File: src/rtl/calc_sequencer_if.sv
`default_nettype none
// calc_sequencer_if: strobes, entry value and result/status signals between the
// input/display logic (master) and calc_sequencer (slave).
interface calc_sequencer_if #(
   parameter int WIDTH = 40
);
   logic             enter;
   logic [2:0]       op;
   logic             digit_in;
   logic             exe;
   logic             ce;
   logic [WIDTH-1:0] entry;
   logic             ext_ce;
   logic [WIDTH-1:0] display;
   logic             busy;
   logic             done;
   logic             ovf;
   logic [2:0]       state;

   modport master (
      output enter, op, digit_in, exe, ce, entry,
      input  ext_ce, display, busy, done, ovf, state
   );

   modport slave (
      input  enter, op, digit_in, exe, ce, entry,
      output ext_ce, display, busy, done, ovf, state
   );
endinterface
`default_nettype wire

File: src/rtl/calc_sequencer.sv
`default_nettype none
// calc_sequencer: control FSM and private ALU for the hex calculator.
// Optional macro CALC_DIV_EN adds restoring division (op 6) and the S_ERR state.
module calc_sequencer #(
   parameter int WIDTH      = 40,
   parameter int MUL_CYCLES = 40
) (
   input  logic            clk,
   input  logic            reset,
   calc_sequencer_if.slave bus
);
   localparam int CNT_W = $clog2(MUL_CYCLES + 1);
   localparam logic [2:0] OP_ADD = 3'd1;
   localparam logic [2:0] OP_SUB = 3'd2;
   localparam logic [2:0] OP_MUL = 3'd3;
   localparam logic [2:0] OP_AND = 3'd4;
   localparam logic [2:0] OP_OR  = 3'd5;
`ifdef CALC_DIV_EN
   localparam logic [2:0] OP_DIV = 3'd6;
   typedef enum logic [2:0] {
      S_OPA = 3'd0, S_OPB = 3'd1, S_EXEC = 3'd2, S_RESULT = 3'd3, S_ERR = 3'd4
   } state_t;
`else
   typedef enum logic [2:0] {
      S_OPA = 3'd0, S_OPB = 3'd1, S_EXEC = 3'd2, S_RESULT = 3'd3
   } state_t;
`endif

   state_t           state_r, state_nx;
   logic [WIDTH-1:0] a_r, b_r, result_r, prod_hi_r, prod_lo_r;
   logic [2:0]       opcode_r;
   logic             ovf_r, ext_ce_r, done_r;
   logic [CNT_W-1:0] cnt_r;

   logic             opsel, op_ok, iterative, last_step;
   logic             clear, take_a, chain, take_op, take_b, finish, clr_ovf, ext_ce_nx;
   logic [WIDTH-1:0] step_hi, step_lo, alu_res;
   logic             alu_ovf;
   logic [WIDTH:0]   mul_sum, add_sum;

`ifdef CALC_DIV_EN
   logic [WIDTH:0]   div_shift, div_trial;
   assign op_ok     = (bus.op >= OP_ADD) && (bus.op <= OP_DIV);
   assign iterative = (opcode_r == OP_MUL) || (opcode_r == OP_DIV);
   assign div_shift = {prod_hi_r, prod_lo_r[WIDTH-1]};
   assign div_trial = div_shift - {1'b0, b_r};
`else
   assign op_ok     = (bus.op >= OP_ADD) && (bus.op <= OP_OR);
   assign iterative = (opcode_r == OP_MUL);
`endif

   assign opsel     = bus.enter && op_ok;
   assign last_step = (cnt_r == CNT_W'(MUL_CYCLES - 1));

   // Shift-add multiply: prod_hi accumulates, prod_lo holds the multiplier and
   // receives the low product bits as they shift out.
   assign mul_sum = {1'b0, prod_hi_r} + (prod_lo_r[0] ? {1'b0, a_r} : '0);
   assign add_sum = {1'b0, a_r} + {1'b0, b_r};

   always_comb begin
      step_hi = mul_sum[WIDTH:1];
      step_lo = {mul_sum[0], prod_lo_r[WIDTH-1:1]};
`ifdef CALC_DIV_EN
      // Restoring division: prod_hi is the partial remainder, prod_lo the quotient.
      if (opcode_r == OP_DIV) begin
         step_hi = div_trial[WIDTH] ? div_shift[WIDTH-1:0] : div_trial[WIDTH-1:0];
         step_lo = {prod_lo_r[WIDTH-2:0], ~div_trial[WIDTH]};
      end
`endif
   end

   always_comb begin
      alu_res = '0;
      alu_ovf = 1'b0;
      case (opcode_r)
         OP_ADD: begin
            alu_res = add_sum[WIDTH-1:0];
            alu_ovf = add_sum[WIDTH];
         end
         OP_SUB: begin
            alu_res = a_r - b_r;
            alu_ovf = (b_r > a_r);
         end
         OP_MUL: begin
            alu_res = step_lo;
            alu_ovf = |step_hi;
         end
         OP_AND: alu_res = a_r & b_r;
         OP_OR:  alu_res = a_r | b_r;
`ifdef CALC_DIV_EN
         OP_DIV: alu_res = step_lo;
`endif
         default: ;
      endcase
   end

   always_ff @(posedge clk or posedge reset) begin
      if (reset) state_r <= S_OPA;
      else       state_r <= state_nx;
   end

   always_comb begin
      state_nx  = state_r;
      clear     = 1'b0;
      take_a    = 1'b0;
      chain     = 1'b0;
      take_op   = 1'b0;
      take_b    = 1'b0;
      finish    = 1'b0;
      clr_ovf   = 1'b0;
      ext_ce_nx = 1'b0;
      if (bus.ce) begin
         clear    = 1'b1;
         state_nx = S_OPA;
      end else begin
         case (state_r)
            S_OPA: begin
               if (opsel) begin
                  take_a    = 1'b1;
                  take_op   = 1'b1;
                  ext_ce_nx = 1'b1;
                  state_nx  = S_OPB;
               end
            end
            S_OPB: begin
               if (opsel) begin
                  take_op = 1'b1;
               end else if (bus.exe) begin
                  take_b   = 1'b1;
                  state_nx = S_EXEC;
`ifdef CALC_DIV_EN
                  if ((opcode_r == OP_DIV) && (bus.entry == '0)) state_nx = S_ERR;
`endif
               end
            end
            S_EXEC: begin
               if (!iterative || last_step) begin
                  finish    = 1'b1;
                  ext_ce_nx = 1'b1;
                  state_nx  = S_RESULT;
               end
            end
            S_RESULT: begin
               if (opsel) begin
                  chain     = 1'b1;
                  take_op   = 1'b1;
                  clr_ovf   = 1'b1;
                  ext_ce_nx = 1'b1;
                  state_nx  = S_OPB;
               end else if (bus.digit_in) begin
                  clr_ovf  = 1'b1;
                  state_nx = S_OPA;
               end
            end
            default: state_nx = state_r;
         endcase
      end
   end

   always_ff @(posedge clk or posedge reset) begin
      if (reset) begin
         a_r       <= '0;
         b_r       <= '0;
         opcode_r  <= '0;
         result_r  <= '0;
         prod_hi_r <= '0;
         prod_lo_r <= '0;
         cnt_r     <= '0;
         ovf_r     <= 1'b0;
         ext_ce_r  <= 1'b0;
         done_r    <= 1'b0;
      end else begin
         ext_ce_r <= ext_ce_nx;
         done_r   <= finish;
         if (clear) begin
            a_r      <= '0;
            b_r      <= '0;
            opcode_r <= '0;
            result_r <= '0;
            cnt_r    <= '0;
            ovf_r    <= 1'b0;
         end else begin
            if (take_a)  a_r      <= bus.entry;
            if (chain)   a_r      <= result_r;
            if (take_op) opcode_r <= bus.op;
            if (clr_ovf) ovf_r    <= 1'b0;
            if (take_b) begin
               b_r       <= bus.entry;
               prod_hi_r <= '0;
               prod_lo_r <= bus.entry;
               cnt_r     <= '0;
`ifdef CALC_DIV_EN
               if (opcode_r == OP_DIV) prod_lo_r <= a_r;
               if ((opcode_r == OP_DIV) && (bus.entry == '0)) ovf_r <= 1'b1;
`endif
            end
            if (state_r == S_EXEC) begin
               prod_hi_r <= step_hi;
               prod_lo_r <= step_lo;
               cnt_r     <= cnt_r + CNT_W'(1);
            end
            if (finish) begin
               result_r <= alu_res;
               ovf_r    <= alu_ovf;
            end
         end
      end
   end

   always_comb begin
      bus.display = bus.entry;
      case (state_r)
         S_EXEC:   bus.display = b_r;
         S_RESULT: bus.display = result_r;
`ifdef CALC_DIV_EN
         S_ERR:    bus.display = '1;
`endif
         default:  bus.display = bus.entry;
      endcase
   end

   assign bus.ext_ce = ext_ce_r;
   assign bus.done   = done_r;
   assign bus.ovf    = ovf_r;
   assign bus.busy   = (state_r == S_EXEC);
   assign bus.state  = state_r;
endmodule
`default_nettype wire
File: src/flat_wrapper.sv
// flat-port wrapper written by rule: the top's interface ports become plain ports
module calc_sequencer_flat 
#(
   parameter int WIDTH      = 40,
   parameter int MUL_CYCLES = 40
)
  (clk, reset, bus_enter, bus_op, bus_digit_in, bus_exe, bus_ce, bus_entry, bus_ext_ce, bus_display, bus_busy, bus_done, bus_ovf, bus_state);
  calc_sequencer_if #(.WIDTH(WIDTH)) bus_i ();
  input  logic clk;
  input  logic reset;
  input wire logic [$bits(bus_i.enter)-1:0] bus_enter;
  input wire logic [$bits(bus_i.op)-1:0] bus_op;
  input wire logic [$bits(bus_i.digit_in)-1:0] bus_digit_in;
  input wire logic [$bits(bus_i.exe)-1:0] bus_exe;
  input wire logic [$bits(bus_i.ce)-1:0] bus_ce;
  input wire logic [$bits(bus_i.entry)-1:0] bus_entry;
  output wire logic [$bits(bus_i.ext_ce)-1:0] bus_ext_ce;
  output wire logic [$bits(bus_i.display)-1:0] bus_display;
  output wire logic [$bits(bus_i.busy)-1:0] bus_busy;
  output wire logic [$bits(bus_i.done)-1:0] bus_done;
  output wire logic [$bits(bus_i.ovf)-1:0] bus_ovf;
  output wire logic [$bits(bus_i.state)-1:0] bus_state;
  assign bus_i.enter = bus_enter;
  assign bus_i.op = bus_op;
  assign bus_i.digit_in = bus_digit_in;
  assign bus_i.exe = bus_exe;
  assign bus_i.ce = bus_ce;
  assign bus_i.entry = bus_entry;
  assign bus_ext_ce = bus_i.ext_ce;
  assign bus_display = bus_i.display;
  assign bus_busy = bus_i.busy;
  assign bus_done = bus_i.done;
  assign bus_ovf = bus_i.ovf;
  assign bus_state = bus_i.state;
  calc_sequencer #(.WIDTH(WIDTH), .MUL_CYCLES(MUL_CYCLES)) u_core (.clk(clk), .reset(reset), .bus(bus_i));
endmodule
File: config.mk
export PLATFORM = sky130hd
export DESIGN_NAME = calc_sequencer_flat
export DESIGN_NICKNAME = d
export VERILOG_FILES = /design/src/rtl/calc_sequencer_if.sv /design/src/rtl/calc_sequencer.sv /design/src/flat_wrapper.sv
export SDC_FILE = /design/constraint.sdc
export NUM_CORES = 1
export LEC_CHECK = 0
export ABC_AREA = 1
export CORE_MARGIN = 1
export CORE_UTILIZATION = 45
export DETAILED_ROUTE_END_ITERATION = 10
export GPL_ROUTABILITY_DRIVEN = 0
export PLACE_DENSITY = 0.73
export SYNTH_ARGS = -nofsm -noshare
export SYNTH_HDL_FRONTEND = slang
export SYNTH_SLANG_ARGS = --single-unit
export TNS_END_PERCENT = 100
File: constraint.sdc
create_clock -name clk -period 6.75 [get_ports clk]
set_input_delay 1.35 -clock clk [delete_from_list [all_inputs] [get_ports clk]]
set_output_delay 1.35 -clock clk [all_outputs]
set_load 0.1 [all_outputs]
==> results.json, run 1 <==
{
  "synth_simple_gate_area_share": 0.280,
  "path_max_fanout": 24,
  "dieWidth_um": 215,
  "leakagePower_nw": 11.5,
  "post_cts_buffers": 0,
  "finalCritPeriodShare": 0.763,
  "fin_util": 0.512,
  "grt-ovfl-total": 0,
  "status": "completed",
  "clock_skew_ps": 21.4,
  "clock_path_buffers": 3,
  "use_met3": 0.0426,
  "cpMostUsedCell": "buf_4",
  "final_hold_viol_count": 0,
  "via_per_inst": 5.57,
  "cts_sinks": 214,
  "avgSynthCellArea_um2": 6.27,
  "synthDistinctLibCells": 57,
  "grt_first_pass_wirelength_mm": 111,
  "synthCells": 3264,
  "busiest_layer": "met2",
  "multi_input_area_mm2": 0.0125,
  "synthMuxAreaShare": 0,
  "final_max_slew_viol_count": 0,
  "ant_nets": 0,
  "cts-resized-gates": 0,
  "max_freq_mhz": 194,
  "grt_pass1_vias": 20700,
  "drc_errors": 0,
  "yosysWarnings": 0,
  "slew_headroom": 0.233,
  "cts_made_buffers": 26,
  "synth_top_family_by_area": "simple AND/OR/NAND/NOR gates",
  "critPathKind": "register to output port",
  "hold_path.class": "register to register",
  "diodes": 0,
  "cts_tree": "done",
  "hpwl_mm": 54.3,
  "yosys.area_share.adder": 0.104,
  "drv_cap": 0,
  "clk_pin_slew_ps": 60,
  "grt_util_all_layers": 0.299,
  "vias": 21700,
  "synth_nets": 3482,
  "fp.coreArea_mm2": 0.0445,
  "arrival_ps": 3800,
  "final_layout_size_suffix_gt1_frac": 0.0403,
  "ctsHoldBuffers": 0,
  "tightest_slew_ps": 1150,
  "ios": 96,
  "power_mw": 7.95,
  "peakVddDrop_mv": 0.253,
  "rsz0062_at_grt": "false",
  "gr-usage-met1": 0.381,
  "max_stage_delay_ps": 1160,
  "finalNonFillerCells": 3895,
  "dr.pass1.iters": 9,
  "synthXorXnorAreaFrac": 0.00214,
  "cts_max_level": 1,
  "ys_ff_latch": 214,
  "num_rows": 77,
  "antenna_found_initial": 0,
  "use_met2": 0.498,
  "final_nets": 3501,
  "synth_area_mm2": 0.0205,
  "synth_compound_area_frac": 0.220,
  "wl_mm": 70.1,
  "n_fill_cell": 4619,
  "dieArea_mm2": 0.0464,
  "seq_area_mm2": 0.00536,
  "crit_path_end_kind": "output port",
  "port_buffers": 94,
  "path_cells": "ha_1 > buf_4 > nor2_4 > buf_4 > a21oi_1 > o22ai_1 > clkdlybuf4s50_1",
  "ys_seq_area_frac": 0.262,
  "drtIter0Drc": 1949,
  "cp.required_ps": 5400,
  "clk_latency_ps": 580,
  "wl_per_cell_um": 18.0,
  "start_util": 0.460,
  "crit_slowest_cell": "clkdlybuf4s50_1",
  "dp_cells": 3847,
  "critPathLaunchType": "register",
  "die_h_um": 215,
  "root_buffer": "clkbuf_16",
  "fin_tns_setup_ps": 0,
  "fin_crit_ps": 5150,
  "grt_max_degree": 128,
  "area_growth_pct": 11.3,
  "powerDensity_mw_per_mm2": 349,
  "setup_viol": 0
}
[path summary, 6_finish.rpt]
check                      cells past startpoint                 from  slack (ps)                  end
setup / recovery                               7  u_core.bus.state[1]        1600       bus_display[5]
hold / removal                                 2  u_core.prod_hi_r[3]         510  u_core.prod_hi_r[3]
setup reg to reg                              11  u_core.bus.state[0]        2810  u_core.result_r[26]
hold reg to reg                                2  u_core.prod_hi_r[3]         510  u_core.prod_hi_r[3]
max in group asynchronous                      3                reset        4370       u_core.a_r[27]
min in group asynchronous                      2                reset        1180   u_core.result_r[7]
[power by group]
group | internal (mW) | switching [mW] | total [mW]
registers | 1.56 | 0.238 | 1.80
logic | 1.26 | 3.35 | 4.62
clock network | 0.917 | 0.608 | 1.53
total | 3.75 | 4.20 | 7.95
[layout make-up]
class | count | area share
Sequential cell | 214 | 0.235
Clock buffer | 38 | 0.0341
Inverter | 583 | 0.0962
Multi-Input combinational cell | 2343 | 0.547
Clock inverter | 10 | 0.00654
Tap cell | 592 | 0.0325
Timing Repair Buffer | 115 | 0.0488
[cells by family after synthesis]
logic type	Yosys count
and+or+nand+nor	1389
AOI/OAI and AO/OA	779
buffers and inverters	707
DFF	214
adders and majority gates	169
xor gates and xnor gates	5
other	1
[metal layers]
layer  share of wire  wire (µm)
met1            0.42      29200
met2            0.46      32100
met3           0.074       5160
met4           0.052       3640
met5               0          0
[synth_stat cells (all sizes together)]
cell,number,area (µm²)
a211oi,1,7.51
a21boi,4,33.8
a21o,3,22.5
a21oi,246,1290
a221oi,2,17.5
a22o,3,26.3
a31oi,14,87.6
a41oi,1,16.3
and2,2,15.0
and3,2,12.5
buf,44,215
clkbuf,80,304
clkinv,1,3.75
conb,1,3.75
dfrtp,214,5360
fa,3,60.1
ha,166,2080
inv,582,2180
nand2,824,3100
nand2b,1,6.26
nand3,201,1010
nand3b,12,90.1
nand4,23,144
nor2,274,1050
nor3,25,135
nor4,8,56.3
o2111ai,3,26.3
o211ai,82,621
o21a,4,30.0
o21ai,287,1450
o21bai,21,161
o221ai,11,96.3
o22ai,94,588
o31ai,3,22.5
or2,16,100
or3,1,6.26
xnor2,2,17.5
xor2,3,26.3
[stage by stage]
step           area [µm²]  hold WS (ps)  setup WS [ps]
5_1_grt             22800           536           1440
3_5_place_dp        21900           496           1930
6_report            22800           511           1600
4_1_cts             22800           514           1540
3_3_place_gp        21900           492           1940
2_1_floorplan       20500           471            612
[sequential cells by signal (all words and copies together), names as in the netlist, 2 cells and up]
signal            cells
u_core.opcode_r       3
u_core.result_r      40
u_core.prod_hi_r     40
u_core.prod_lo_r     40
u_core.a_r           40
u_core.cnt_r          6
u_core.bus.state      2
u_core.b_r           40
[critical path, delay by kind of cell (launching register included)]
| family | cells | cell delay [ps] |
|---|---|---|
| buffers and inverters | 3 | 1790 |
| and+or+nand+nor | 1 | 520 |
| DFF | 1 | 460 |
| AOI/OAI and AO/OA | 2 | 220 |
| adders and majority gates | 1 | 210 |
[placed cells by master (no fill, tap or decap), types with 9 or more instances in the layout]
cell             netlist  routed
a21oi_1              232     232
a21oi_2               13      13
a31oi_1               14      14
buf_4                  3      20
clkbuf_16              0      27
clkdlybuf4s50_1        0      94
dfrtp_1              214     214
ha_1                 166     165
inv_1                568     567
inv_2                 14      14
nand2_1              820     819
nand3_1              200     200
nand3b_1              12      12
nand4_1               23      23
nor2_1               265     263
nor2_2                 9       9
nor3_1                23      21
o211ai_1              81      81
o21ai_0              253     253
o21ai_1               31      31
o21bai_1              20      20
o221ai_1              11      11
o22ai_1               94      94
or2_2                  9       9
Power figures use the tool's default switching activity.
==> run 2: changes to the inputs <==
clock period = 4.1 ns   (was 6.75 ns; I/O delays follow)
==> results.json, run 2 (synthesis gave the netlist of run 1 again) <==
{
  "wl_mm": 70.2,
  "clock_skew_ps": 12.9,
  "wl_per_cell_um": 17.9,
  "port_buffers": 94,
  "clk_latency_ps": 570,
  "path_max_fanout": 60,
  "grt_max_degree": 80,
  "antenna_found_initial": 0,
  "path_buf_inv": 3,
  "vias": 21900,
  "worstHoldStart": "u_core.prod_hi_r[15]",
  "slew_headroom": 0.287,
  "final_layout_size_suffix_gt1_frac": 0.0675,
  "grt-ovfl-total": 0,
  "busiest_layer": "met2",
  "dieArea_mm2": 0.0464,
  "cts_max_level": 1,
  "ant_nets": 0,
  "drv_cap": 0,
  "final.setup.worst_slack_ps": 480,
  "rsz0062_at_grt": "false",
  "max_stage_delay_ps": 550,
  "num_rows": 77,
  "grt_first_pass_wirelength_mm": 112,
  "ios": 96,
  "fp.coreArea_mm2": 0.0445,
  "area_growth_pct": 14.1,
  "final_nets": 3516,
  "dr.pass1.iters": 7,
  "ctsHoldBuffers": 0,
  "r2r_setup_slack_ps": 780,
  "tightest_slew_ps": 1070,
  "holdPathEnd": "u_core.prod_hi_r[15]",
  "setup_viol": 0,
  "drc_errors": 0,
  "final_hold_viol_count": 0,
  "hpwl_mm": 54.8,
  "gr-usage-met1": 0.389,
  "cp.required_ps": 3280,
  "hold_depth": 2,
  "fin_tns_setup_ps": 0,
  "arrival_ps": 2800,
  "cpMostUsedCell": "buf_4",
  "die_h_um": 215,
  "cts_tree": "done",
  "final_cell_mix": "819 x nand2_1, 566 x inv_1, 263 x nor2_1",
  "finalNonFillerCells": 3910,
  "r2r-start": "u_core.prod_lo_r[0]",
  "peakVddDrop_mv": 0.385,
  "final_common_cell": "nand2_1",
  "diodes": 0,
  "use_met2": 0.494,
  "powerDensity_mw_per_mm2": 572,
  "via_per_inst": 5.60,
  "crit_path_end_kind": "output port",
  "dp_cells": 3862,
  "cts_sinks": 214,
  "holdWs_ps": 506,
  "max_freq_mhz": 276,
  "post_cts_buffers": 0,
  "fin_crit_ps": 3620,
  "ff2ff_path_depth": 20,
  "crit_family": "buffers and inverters",
  "start_util": 0.460,
  "grt_util_all_layers": 0.300,
  "crit_slowest_cell": "buf_4",
  "root_buffer": "clkbuf_16",
  "clock_path_buffers": 3,
  "use_met3": 0.0425,
  "critPathLaunchType": "register",
  "dieWidth_um": 215,
  "leakagePower_nw": 11.7,
  "post-place-ws_ps": 694,
  "cts_made_buffers": 26,
  "critPathKind": "register to output port",
  "cts-resized-gates": 0,
  "grt_pass1_vias": 21000,
  "clk_pin_slew_ps": 70,
  "hold_path.class": "register to register",
  "drtIter0Drc": 2161,
  "finalCritPeriodShare": 0.883,
  "final_max_slew_viol_count": 0,
  "path_cells": "inv_1 > ha_4 > buf_4 > nor2_1 > o22ai_2 > buf_4",
  "rr_endpoint": "u_core.bus.ovf",
  "status": "completed"
}
[run 2: how the worst max path moves through the flow]
stage / slack, ps / to / start / cells after the start
5_1_grt: 380 / u_core.bus.ovf / u_core.prod_lo_r[0] / 23
3_3_place_gp: 660 / u_core.prod_hi_r[7] / bus_ce / 6
4_1_cts: 530 / bus_display[0] / u_core.bus.state[0] / 6
2_1_floorplan: 220 / bus_display[24] / u_core.bus.state[0] / 5
3_5_place_dp: 690 / u_core.prod_hi_r[7] / bus_ce / 6
6_report: 480 / bus_display[1] / u_core.bus.state[0] / 6
[run 2: area by class of cell]
| type | instances | area (µm²) |
|---|---|---|
| Clock inverter | 13 | 184 |
| Fill cell | 4516 | 21100 |
| Timing Repair Buffer | 130 | 1420 |
| Tap cell | 592 | 741 |
| Multi-Input combinational cell | 2343 | 12700 |
| Clock buffer | 35 | 756 |
| Sequential cell | 214 | 5360 |
| Inverter | 583 | 2190 |
[run 2: power by group]
part           internal [mW]  switching (mW)
Combinational           2.26            5.61
Clock                   1.55           0.998
Sequential              2.58           0.382
[run 2: worst register-to-register path, stage by stage (launching register included)]
cell	delay, ps
dfrtp_1	670
buf_4	350
nand2_1	80
inv_1	60
ha_1	280
nand2_1	140
inv_1	50
a21oi_1	340
nand2_1	170
a21oi_1	200
nand2_1	110
nand2_1	90
nand3b_1	70
nand2_1	110
nand3_1	90
nor2_1	90
nand2_1	90
nand2_1	70
nand2_1	50
nand2_1	50
nand2_1	40
[run 2: metal layers]
layer  up-vias  part of all wire
met5         -                 0
met4         0             0.044
li1      10700                 -
met1     10100              0.42
met2       976              0.46
met3       191             0.081
[run 2: metrics by stage]
stage | util | area, µm² | power (mW)
2_1_floorplan | - | 20800 | 8.39
4_1_cts | 0.525 | 23400 | 13.2
3_3_place_gp | 0.504 | 22400 | 10.6
6_report | 0.525 | 23400 | 13.4
5_1_grt | 0.525 | 23400 | 14.2
3_5_place_dp | 0.504 | 22400 | 10.6
